--- config.mk ---
export PLATFORM = sky130hd
export DESIGN_NAME = if_stage
export DESIGN_NICKNAME = d
export VERILOG_FILES = /design/src/rtl/if_stage.sv
export SDC_FILE = /design/constraint.sdc
export NUM_CORES = 1
export LEC_CHECK = 0
export ABC_AREA = 1
export ABC_CLOCK_PERIOD_IN_PS = 2900
export CAP_MARGIN = 0
export CORE_MARGIN = 2
export CORE_UTILIZATION = 45
export DETAILED_ROUTE_END_ITERATION = 10
export HOLD_SLACK_MARGIN = 0.06
export PLACE_DENSITY = 0.84
export SKIP_CTS_REPAIR_TIMING = 1
export SKIP_LAST_GASP = 1
export SLEW_MARGIN = 0
export SYNTH_ARGS = -nofsm -noshare
export SYNTH_HDL_FRONTEND = slang
export SYNTH_SLANG_ARGS = --single-unit
--- constraint.sdc ---
create_clock -name CLK -period 2.9 [get_ports CLK]
set_input_delay 0.29 -clock CLK [delete_from_list [all_inputs] [get_ports CLK]]
set_output_delay 0.29 -clock CLK [all_outputs]
set_load 0.005 [all_outputs]
--- src/rtl/if_stage.sv ---
// OTTER instruction-fetch stage: next-PC selection, instruction memory read
// control and the IF/ID slot with stall hold and redirect squash.
module if_stage #(
   parameter int XLEN    = 32,
   parameter bit HOLD_EN = 1'b1
) (
   input  logic            CLK,
   input  logic            RST_N,
   input  logic [XLEN-1:0] PC_COUNT,
   output logic [XLEN-1:0] PC_DIN,
   output logic            PC_WRITE,
   output logic [XLEN-1:0] IMEM_ADDR,
   output logic            IMEM_RDEN,
   input  logic [XLEN-1:0] IMEM_DOUT,
   input  logic            ID_STALL,
   input  logic            BR_TAKEN,
   input  logic [XLEN-1:0] BR_TARGET,
   output logic [XLEN-1:0] IF_ID_PC,
   output logic [XLEN-1:0] IF_ID_PC4,
   output logic [XLEN-1:0] IF_ID_INSTR,
   output logic            IF_ID_VALID,
   output logic            IF_ID_MISALIGN
);

   localparam logic [XLEN-1:0] NOP_INSTR = XLEN'(32'h0000_0013);

   typedef enum logic [1:0] {
      SLOT_EMPTY = 2'b00,
      SLOT_LIVE  = 2'b01,
      SLOT_HELD  = 2'b10
   } slot_state_t;

   slot_state_t     slot_state_reg, slot_state_next;
   logic [XLEN-1:0] if_id_pc_reg, if_id_pc_next;
   logic [XLEN-1:0] if_id_pc4_reg, if_id_pc4_next;
   logic            misalign_reg, misalign_next;
   logic [XLEN-1:0] hold_reg, hold_next;
   logic [XLEN-1:0] pc_plus4;
   logic            pc_aligned;

   assign pc_plus4   = PC_COUNT + XLEN'(4);
   assign pc_aligned = (PC_COUNT[1:0] == 2'b00);

   // Fetch control is a function of PC, stall and redirect only, never of IMEM_DOUT.
   assign PC_DIN    = BR_TAKEN ? BR_TARGET : pc_plus4;
   assign PC_WRITE  = BR_TAKEN | ~ID_STALL;
   assign IMEM_ADDR = PC_COUNT;
   assign IMEM_RDEN = ~ID_STALL & ~BR_TAKEN & pc_aligned & RST_N;

   always_comb begin
      slot_state_next = slot_state_reg;
      if_id_pc_next   = if_id_pc_reg;
      if_id_pc4_next  = if_id_pc4_reg;
      misalign_next   = misalign_reg;
      hold_next       = hold_reg;
      if (BR_TAKEN) begin
         slot_state_next = SLOT_EMPTY;
         hold_next       = '0;
      end else if (ID_STALL) begin
         // Memory output is only trustworthy on the first stalled edge.
         if (slot_state_reg == SLOT_LIVE) begin
            slot_state_next = HOLD_EN ? SLOT_HELD : SLOT_LIVE;
            hold_next       = IMEM_DOUT;
         end
      end else begin
         slot_state_next = SLOT_LIVE;
         if_id_pc_next   = PC_COUNT;
         if_id_pc4_next  = pc_plus4;
         misalign_next   = ~pc_aligned;
      end
   end

   always_ff @(posedge CLK or negedge RST_N) begin
      if (!RST_N) begin
         slot_state_reg <= SLOT_EMPTY;
         if_id_pc_reg   <= '0;
         if_id_pc4_reg  <= XLEN'(4);
         misalign_reg   <= 1'b0;
      end else begin
         slot_state_reg <= slot_state_next;
         if_id_pc_reg   <= if_id_pc_next;
         if_id_pc4_reg  <= if_id_pc4_next;
         misalign_reg   <= misalign_next;
      end
   end

   generate
      if (HOLD_EN) begin : g_hold
         always_ff @(posedge CLK or negedge RST_N) begin
            if (!RST_N) begin
               hold_reg <= '0;
            end else begin
               hold_reg <= hold_next;
            end
         end
      end else begin : g_no_hold
         assign hold_reg = '0;
      end
   endgenerate

   // A misaligned slot never issued a read, so its instruction is a NOP.
   always_comb begin
      IF_ID_VALID = 1'b0;
      IF_ID_INSTR = NOP_INSTR;
      case (slot_state_reg)
         SLOT_LIVE: begin
            IF_ID_VALID = 1'b1;
            IF_ID_INSTR = misalign_reg ? NOP_INSTR : IMEM_DOUT;
         end
         SLOT_HELD: begin
            IF_ID_VALID = 1'b1;
            if (misalign_reg) begin
               IF_ID_INSTR = NOP_INSTR;
            end else begin
               IF_ID_INSTR = HOLD_EN ? hold_reg : IMEM_DOUT;
            end
         end
         default: begin
            IF_ID_VALID = 1'b0;
            IF_ID_INSTR = NOP_INSTR;
         end
      endcase
   end

   assign IF_ID_PC       = if_id_pc_reg;
   assign IF_ID_PC4      = if_id_pc4_reg;
   assign IF_ID_MISALIGN = misalign_reg;

endmodule

==> results.sh, run 1 <==
export IMPL_setup_slack_ps=129
export IMPL_fin_worst_skew_ps=6.06
export IMPL_tns_ps=0
export IMPL_cp_arrival_ps=2480
export IMPL_synth_common_cells="nand2_1, dfrtp_1, inv_1"
export IMPL_drt_pass1_iterations=5
export IMPL_cts_max_path_buffers=2
export IMPL_grt_max_degree=78
export IMPL_synth_fp_nets=887
export IMPL_hold_viol_final=0
export IMPL_holdWs_ps=73.3
export IMPL_critPathLaunch="PC_COUNT[3]"
export IMPL_p_per_area_mw_per_mm2=463
export IMPL_drc=0
export IMPL_area_delta_synth_final_pct=52.4
export IMPL_synth_top_cell_area_share=0.431
export IMPL_drtAntennaViolNets=0
export IMPL_yosysUniqueCellTypes=28
export IMPL_rsz0062_at_grt="true"
export IMPL_pre_cts_ws_ps=112
export IMPL_cts_buffers=9
export IMPL_setup_viol=0
export IMPL_track_usage=0.277
export IMPL_yosysMostFrequentCell="nand2_1"
export IMPL_fin_crit_ps=2770
export IMPL_cp_max_fo=5
export IMPL_synthTopCellsByArea="dfrtp_1, nand2_1, buf_4"
export IMPL_syn_area_per_cell_sq_um=7.12
export IMPL_period_share=0.956
export IMPL_cp_required_ps=2610
export IMPL_endpoint_kind="output pin"
export IMPL_path_clk_slew_ps=60
export IMPL_netlist_instances=784
export IMPL_cts_tree="yes"
export IMPL_path_class="in -> out"
export IMPL_slew_headroom=0.508
export IMPL_synth_flop_cell="dfrtp_1"
export IMPL_yosysWarnings=0
export IMPL_start_util=0.463
export IMPL_worst_slew_pin_slew_ps=738
export IMPL_clock_latency_ps=330
export IMPL_routedWlPerCell_um=15.6
export IMPL_die_area_sq_mm=0.0133
export IMPL_vdd_drop_max_mv=0.280
export IMPL_ys_seq_area_frac=0.435
export IMPL_fp_row_count=40
export IMPL_first_iter_violations=481
export IMPL_io_pins=264
export IMPL_grt_overflow=0
export IMPL_p_leak_nw=3.88
export IMPL_vias=5824
export IMPL_reg2reg_depth=7
export IMPL_drv_slew=0
export IMPL_synth_top_area_cell="dfrtp_1"
export IMPL_reg2reg_from="slot_state_reg[1]"
export IMPL_port_buffers=263
export IMPL_finalPower_mw=3.93
export IMPL_r2r_end="hold_reg[23]"
export IMPL_antenna_found_initial=0
export IMPL_hold_class="in -> async"
export IMPL_die_y_um=115
export IMPL_core_sq_mm=0.0121
export IMPL_status="complete, no violations"
export IMPL_cp_endpoint="PC_DIN[16]"
export IMPL_cts_root_buf="clkbuf_16"
export IMPL_fp_dieW_um=115
export IMPL_htreeDepth=3
export IMPL_gp_congestion=0.945
export IMPL_cts_sinks=97
export IMPL_reg2reg_setup_slack_ps=1070
export IMPL_synth_seq_cells=97
export IMPL_hpwl_mm=13.7
export IMPL_final_nets=1113
export IMPL_max_freq_ghz=0.361
export IMPL_cap_violations=0
export IMPL_viasPerCell=4.93
export IMPL_syn_area_sq_mm=0.00558
export IMPL_grt_pass1_vias=5595
export IMPL_synth_edff_count=0
export IMPL_diodes=0
export IMPL_async_flop_share=1.00
export IMPL_drive_above_1_share=0.0631
export IMPL_cp_start_kind="input pin"
export IMPL_wl_mm=18.4
export IMPL_grt_pass1_wl_mm=28.8
## power by group
part	internal [mW]	switching (mW)	leakage, nW
clock network	0.774	0.484	0.153
logic	0.593	0.496	2.49
registers	1.50	0.0838	1.24
total	2.87	1.06	3.88
## worst max-delay path: stages
cell and delay [ps]:
clkdlybuf4s50_1 580, ha_2 260, nand2_2 90, nor2_4 140, nand2_2 100, nor2_4 160
xor2_1 220, nand2_1 70, nand2_1 60, clkdlybuf4s50_1 510
## worst min-delay path by stage
stage                     start        endpoint  depth (start not counted)
final                     RST_N     hold_reg[1]                          2
after global routing      RST_N     IF_ID_PC[0]                          2
after CTS                 RST_N  IF_ID_MISALIGN                          2
after detailed placement  RST_N  IF_ID_MISALIGN                          2
after global placement    RST_N     hold_reg[1]                          2
after floorplan           RST_N  IF_ID_MISALIGN                          0
## cells by family after synthesis
group | share of synthesized area
compound gates | 0.0919
xor+xnor | 0.0260
fa+ha+maj | 0.00673
buf+inv | 0.111
flops | 0.435
simple gates | 0.329
## placed cells by master (no fill, tap or decap), types with 2 or more instances in the layout
cell / instances
a21oi_1: 31
and2_1: 2
buf_4: 22
bufinv_16: 2
clkbuf_1: 2
clkbuf_16: 9
clkdlybuf4s50_1: 261
dfrtp_1: 96
ha_1: 2
inv_1: 54
inv_2: 2
nand2_1: 380
nand2_2: 6
nand3_1: 17
nand3b_1: 5
nor2_1: 26
nor2_2: 4
nor2_4: 9
o21ai_0: 31
o22ai_1: 29
xnor2_1: 4
xor2_1: 6
xor2_2: 3
## metal layers
layer	part of all wire	track usage
met3	0.078	0.0617
met4	0.030	0.100
met5	0	0
met1	0.41	0.359
met2	0.48	0.458
## per-stage QoR
stage / instances / instance area, sq um / utilization
after floorplan: 784 / 5580 / -
after global placement: 1167 / 8180 / 0.678
after detailed placement: 1167 / 8180 / 0.678
after CTS: 1182 / 8490 / 0.704
after global routing: 1182 / 8500 / 0.705
final: 1182 / 8500 / 0.705
## cell type report
cell class | instances | area [sq um]
clock inverters | 3 | 65.1
repair buffers | 284 | 2790
well taps | 168 | 210
clock buffers | 12 | 246
flip-flops and latches | 97 | 2430
multi-input cells | 561 | 2550
fillers | 983 | 3560
inverters | 57 | 214
Note: power is estimated with default switching activity, not from simulation.
==> run 2: changes to the inputs <==
CORE_MARGIN = unset   (was 2)
==> results.sh, run 2 (synthesis results as in run 1) <==
export IMPL_status="complete, no violations"
export IMPL_cp_arrival_ps=2530
export IMPL_vdd_drop_max_mv=0.283
export IMPL_worst_slew_pin_slew_ps=927
export IMPL_p_leak_nw=3.88
export IMPL_p_per_area_mw_per_mm2=470
export IMPL_vias=5799
export IMPL_grt_pass1_vias=5589
export IMPL_track_usage=0.282
export IMPL_fin_worst_skew_ps=3.02
export IMPL_core_sq_mm=0.0121
export IMPL_viasPerCell=4.90
export IMPL_hold_class="in -> async"
export IMPL_grt_pass1_wl_mm=28.3
export IMPL_setup_viol=0
export IMPL_layout_common_cells="nand2_1, clkdlybuf4s50_1, dfrtp_1"
export IMPL_holdWs_ps=54.3
export IMPL_diodes=0
export IMPL_final_nets=1114
export IMPL_hold_viol_final=0
export IMPL_wl_mm=17.8
export IMPL_endpoint_kind="output pin"
export IMPL_cap_violations=0
export IMPL_drc=0
export IMPL_cts_buffers=9
export IMPL_max_freq_ghz=0.355
export IMPL_slew_headroom=0.381
export IMPL_reg2reg_setup_slack_ps=1110
export IMPL_htreeDepth=3
export IMPL_hpwl_mm=13.4
export IMPL_routedWlPerCell_um=15.1
export IMPL_area_delta_synth_final_pct=52.6
export IMPL_rsz0062_at_grt="true"
export IMPL_drive_above_1_share=0.0621
export IMPL_first_iter_violations=320
export IMPL_fin_area_sq_mm=0.00852
export IMPL_tns_ps=0
export IMPL_antenna_found_initial=0
export IMPL_setup_slack_ps=82.5
export IMPL_reg2reg_depth=5
export IMPL_critPathLaunch="PC_COUNT[2]"
export IMPL_drtAntennaViolNets=0
export IMPL_cp_max_fo=6
export IMPL_die_area_sq_mm=0.0128
export IMPL_place_area_sq_mm=0.00818
export IMPL_reg2reg_from="slot_state_reg[1]"
export IMPL_cts_sinks=97
export IMPL_die_y_um=113
export IMPL_port_buffers=263
export IMPL_drt_pass1_iterations=5
export IMPL_cp_endpoint="PC_DIN[24]"
export IMPL_final_common_cell="nand2_1"
export IMPL_io_pins=264
export IMPL_path_class="in -> out"
export IMPL_drv_slew=0
export IMPL_clock_latency_ps=340
export IMPL_r2r_end="hold_reg[1]"
export IMPL_grt_overflow=0
export IMPL_path_clk_slew_ps=60
export IMPL_cts_root_buf="clkbuf_16"
export IMPL_grt_max_degree=78
export IMPL_cp_start_kind="input pin"
export IMPL_fp_row_count=40
export IMPL_pre_cts_ws_ps=131
export IMPL_gp_congestion=0.933
export IMPL_fp_dieW_um=113
export IMPL_cts_max_path_buffers=2
export IMPL_cp_required_ps=2610
export IMPL_start_util=0.463
export IMPL_period_share=0.972
export IMPL_cts_tree="yes"
export IMPL_fin_crit_ps=2820
[run 2: power by group]
group / total (mW) / leakage, nW / internal (mW) / switching [mW]
Combinational: 1.09 / 2.49 / 0.593 / 0.493
Clock: 1.33 / 0.157 / 0.840 / 0.491
Sequential: 1.58 / 1.24 / 1.50 / 0.0828
[run 2: area by class of cell]
type	instances	area (sq um)
inverters	57	214
clock inverters	3	90.1
multi-input cells	561	2540
well taps	168	210
clock buffers	12	236
flip-flops and latches	97	2430
fillers	971	3550
repair buffers	285	2800
[run 2: through the flow]
step / total power, mW / utilization / instances
floorplan: 2.00 / - / 784
global placement: 2.68 / 0.679 / 1168
detailed placement: 2.69 / 0.679 / 1168
CTS: 4.02 / 0.706 / 1183
global route: 4.20 / 0.706 / 1183
finish: 4.00 / 0.706 / 1183
[run 2: critical path: stages]
cell and delay, ps:
clkdlybuf4s50_1 600, ha_2 260, nand2_2 80, nor2_4 130
nand2_2 100, nor2_4 170, nand3b_1 110, nand2_1 130
nand2_1 100, nand2_1 70, clkdlybuf4s50_1 490
[run 2: worst min path at each step]
stage / end / slack (ps) / cells past startpoint
after floorplan: IF_ID_MISALIGN / -6 / 0
after global placement: hold_reg[3] / 440 / 2
after detailed placement: hold_reg[3] / 440 / 2
after CTS: hold_reg[3] / 80 / 2
after global routing: hold_reg[3] / 110 / 2
final: hold_reg[3] / 50 / 2
[run 2: per-layer routing]
metal	GRT usage	routed length, um	up-vias
met4	0.111	566	0
li1	-	-	2855
met2	0.488	8650	261
met1	0.343	7190	2646
met5	0	0	-
met3	0.0584	1440	37
==> run 3: changes to the inputs <==
CELL_PAD_IN_SITES_DETAIL_PLACEMENT = 0   (was unset)
CELL_PAD_IN_SITES_GLOBAL_PLACEMENT = 2   (was unset)
CORE_UTILIZATION = 23   (was 45)
PLACE_DENSITY = 0.83   (was 0.84)
==> results.sh, run 3 (synthesis results as in run 1) <==
export IMPL_status="complete, no violations"
export IMPL_port_buffers=263
export IMPL_p_per_area_mw_per_mm2=444
export IMPL_track_usage=0.171
export IMPL_final_nets=1121
export IMPL_p_clk_frac=0.307
export IMPL_cts_buffers=9
export IMPL_antenna_found_initial=0
export IMPL_slowest_delay_ps=570
export IMPL_setup_viol=0
export IMPL_drive_above_1_share=0.0723
export IMPL_cp_max_fo=5
export IMPL_cts_sinks=97
export IMPL_slew_headroom=0.473
export IMPL_vias=5639
export IMPL_wl_mm=20.9
export IMPL_rsz0062_at_grt="true"
export IMPL_core_sq_mm=0.0236
export IMPL_tns_ps=0
export IMPL_holdWs_ps=313
export IMPL_drv_slew=0
export IMPL_pre_cts_ws_ps=79.0
export IMPL_worst_slew_pin_slew_ps=790
export IMPL_cts_root_buf="clkbuf_16"
export IMPL_fp_dieW_um=158
export IMPL_htreeDepth=3
export IMPL_hpwl_mm=15.6
export IMPL_fin_worst_skew_ps=5.34
export IMPL_cts_max_path_buffers=2
export IMPL_clock_latency_ps=350
export IMPL_cp_num_buf_inv=2
export IMPL_drt_pass1_iterations=4
export IMPL_diodes=0
export IMPL_hold_class="in -> reg"
export IMPL_setup_slack_ps=141
export IMPL_cp_arrival_ps=2470
export IMPL_first_iter_violations=318
export IMPL_viasPerCell=4.20
export IMPL_drc=0
export IMPL_p_switching_mw=1.14
export IMPL_nFillCells=2531
export IMPL_area_delta_synth_final_pct=56.5
export IMPL_die_area_sq_mm=0.0249
export IMPL_intPower_mw=2.73
export IMPL_path_cells="clkdlybuf4s50_1 -> ha_2 -> nand2_2 -> nor2_4 -> nand2_4 -> nor2_4 -> xor2_1 -> nand2_1 -> nand2_1 -> clkdlybuf4s50_1"
export IMPL_cp_start_kind="input pin"
export IMPL_drtAntennaViolNets=0
export IMPL_path_class="in -> out"
export IMPL_routedWlPerCell_um=15.6
export IMPL_max_freq_ghz=0.362
export IMPL_gp_congestion=0.829
export IMPL_period_share=0.951
export IMPL_layout_common_cells="nand2_1, clkdlybuf4s50_1, dfrtp_1"
export IMPL_fin_crit_ps=2760
export IMPL_power_frac_seq=0.407
export IMPL_cp_required_ps=2610
export IMPL_fp_row_count=56
export IMPL_path_clk_slew_ps=70
export IMPL_cpLargestDelayFamily="buffers and inverters"
export IMPL_cts_tree="yes"
export IMPL_io_pins=264
export IMPL_cap_violations=0
export IMPL_vdd_drop_max_mv=0.277
export IMPL_grt_overflow=0
export IMPL_cpMaxStageDelayCell="clkdlybuf4s50_1"
export IMPL_final_common_cell="nand2_1"
export IMPL_combPwrFrac=0.286
export IMPL_switching_share=0.295
export IMPL_grt_max_degree=78
export IMPL_grt_pass1_wl_mm=32.1
export IMPL_die_y_um=158
export IMPL_hold_viol_final=0
export IMPL_endpoint_kind="output pin"
export IMPL_p_leak_nw=3.95
export IMPL_start_util=0.236
export IMPL_grt_pass1_vias=5586
## run 3: cell count changes in the layout (fill, tap and decap cells not counted), moves of 2 or more
cell and delta:
buf_4 +6, dlymetal6s2s_1 +5, bufinv_16 -3, clkinv_4 +2, clkdlybuf4s50_1 -6, clkbuf_8 +2
clkbuf_1 -3
## run 3: layout make-up
cell class	instances	area, sq um	area share
clock buffer	11	253	0.0289
clock inverter	5	38.8	0.00444
inverter	57	214	0.0245
multi-input combinational	561	2540	0.291
sequential	97	2430	0.278
tap	319	399	0.0457
timing repair buffer	292	2860	0.328
## run 3: worst min-delay path: stages
cell and delay (ps):
dlymetal6s2s_1 190, nand2_1 100, nand2_1 50
## run 3: path summary, 6_finish.rpt
check	startpoint	end	slack (ps)	depth (start not counted)
worst min register to register	IF_ID_PC4[24]	IF_ID_PC4[24]	480	2
worst max register to register	slot_state_reg[1]	hold_reg[21]	1330	6
max in group asynchronous	RST_N	hold_reg[4]	1690	3
min in group asynchronous	RST_N	IF_ID_PC[22]	320	2
worst min-delay path	PC_COUNT[9]	IF_ID_PC[9]	310	3
worst max-delay path	PC_COUNT[2]	PC_DIN[12]	140	10
## run 3: stage by stage
step / power (mW) / cells / utilization / area (sq um)
2_1_floorplan: 2.00 / 784 / - / 5580
3_3_place_gp: 2.73 / 1325 / 0.356 / 8410
3_5_place_dp: 2.73 / 1325 / 0.356 / 8410
4_1_cts: 3.96 / 1341 / 0.369 / 8700
5_1_grt: 4.12 / 1342 / 0.370 / 8730
6_report: 3.87 / 1342 / 0.370 / 8730
## run 3: power groups by stage
stage	Combinational, mW	Sequential [mW]	Clock [mW]
3_3_place_gp	1.13	1.60	0
6_report	1.11	1.58	1.19
3_5_place_dp	1.13	1.60	0
2_1_floorplan	0.393	1.61	0
4_1_cts	1.13	1.58	1.25
5_1_grt	1.22	1.60	1.30
## run 3: metal layers
layer  share of wire  wire [um]  up-vias  global-route usage
li1                -          -     2859                   -
met3           0.067       1400       14              0.0378
met2            0.48       9920      202               0.290
met4           0.017        364        0              0.0509
met5               0          0        -                   0
met1            0.44       9190     2564               0.216
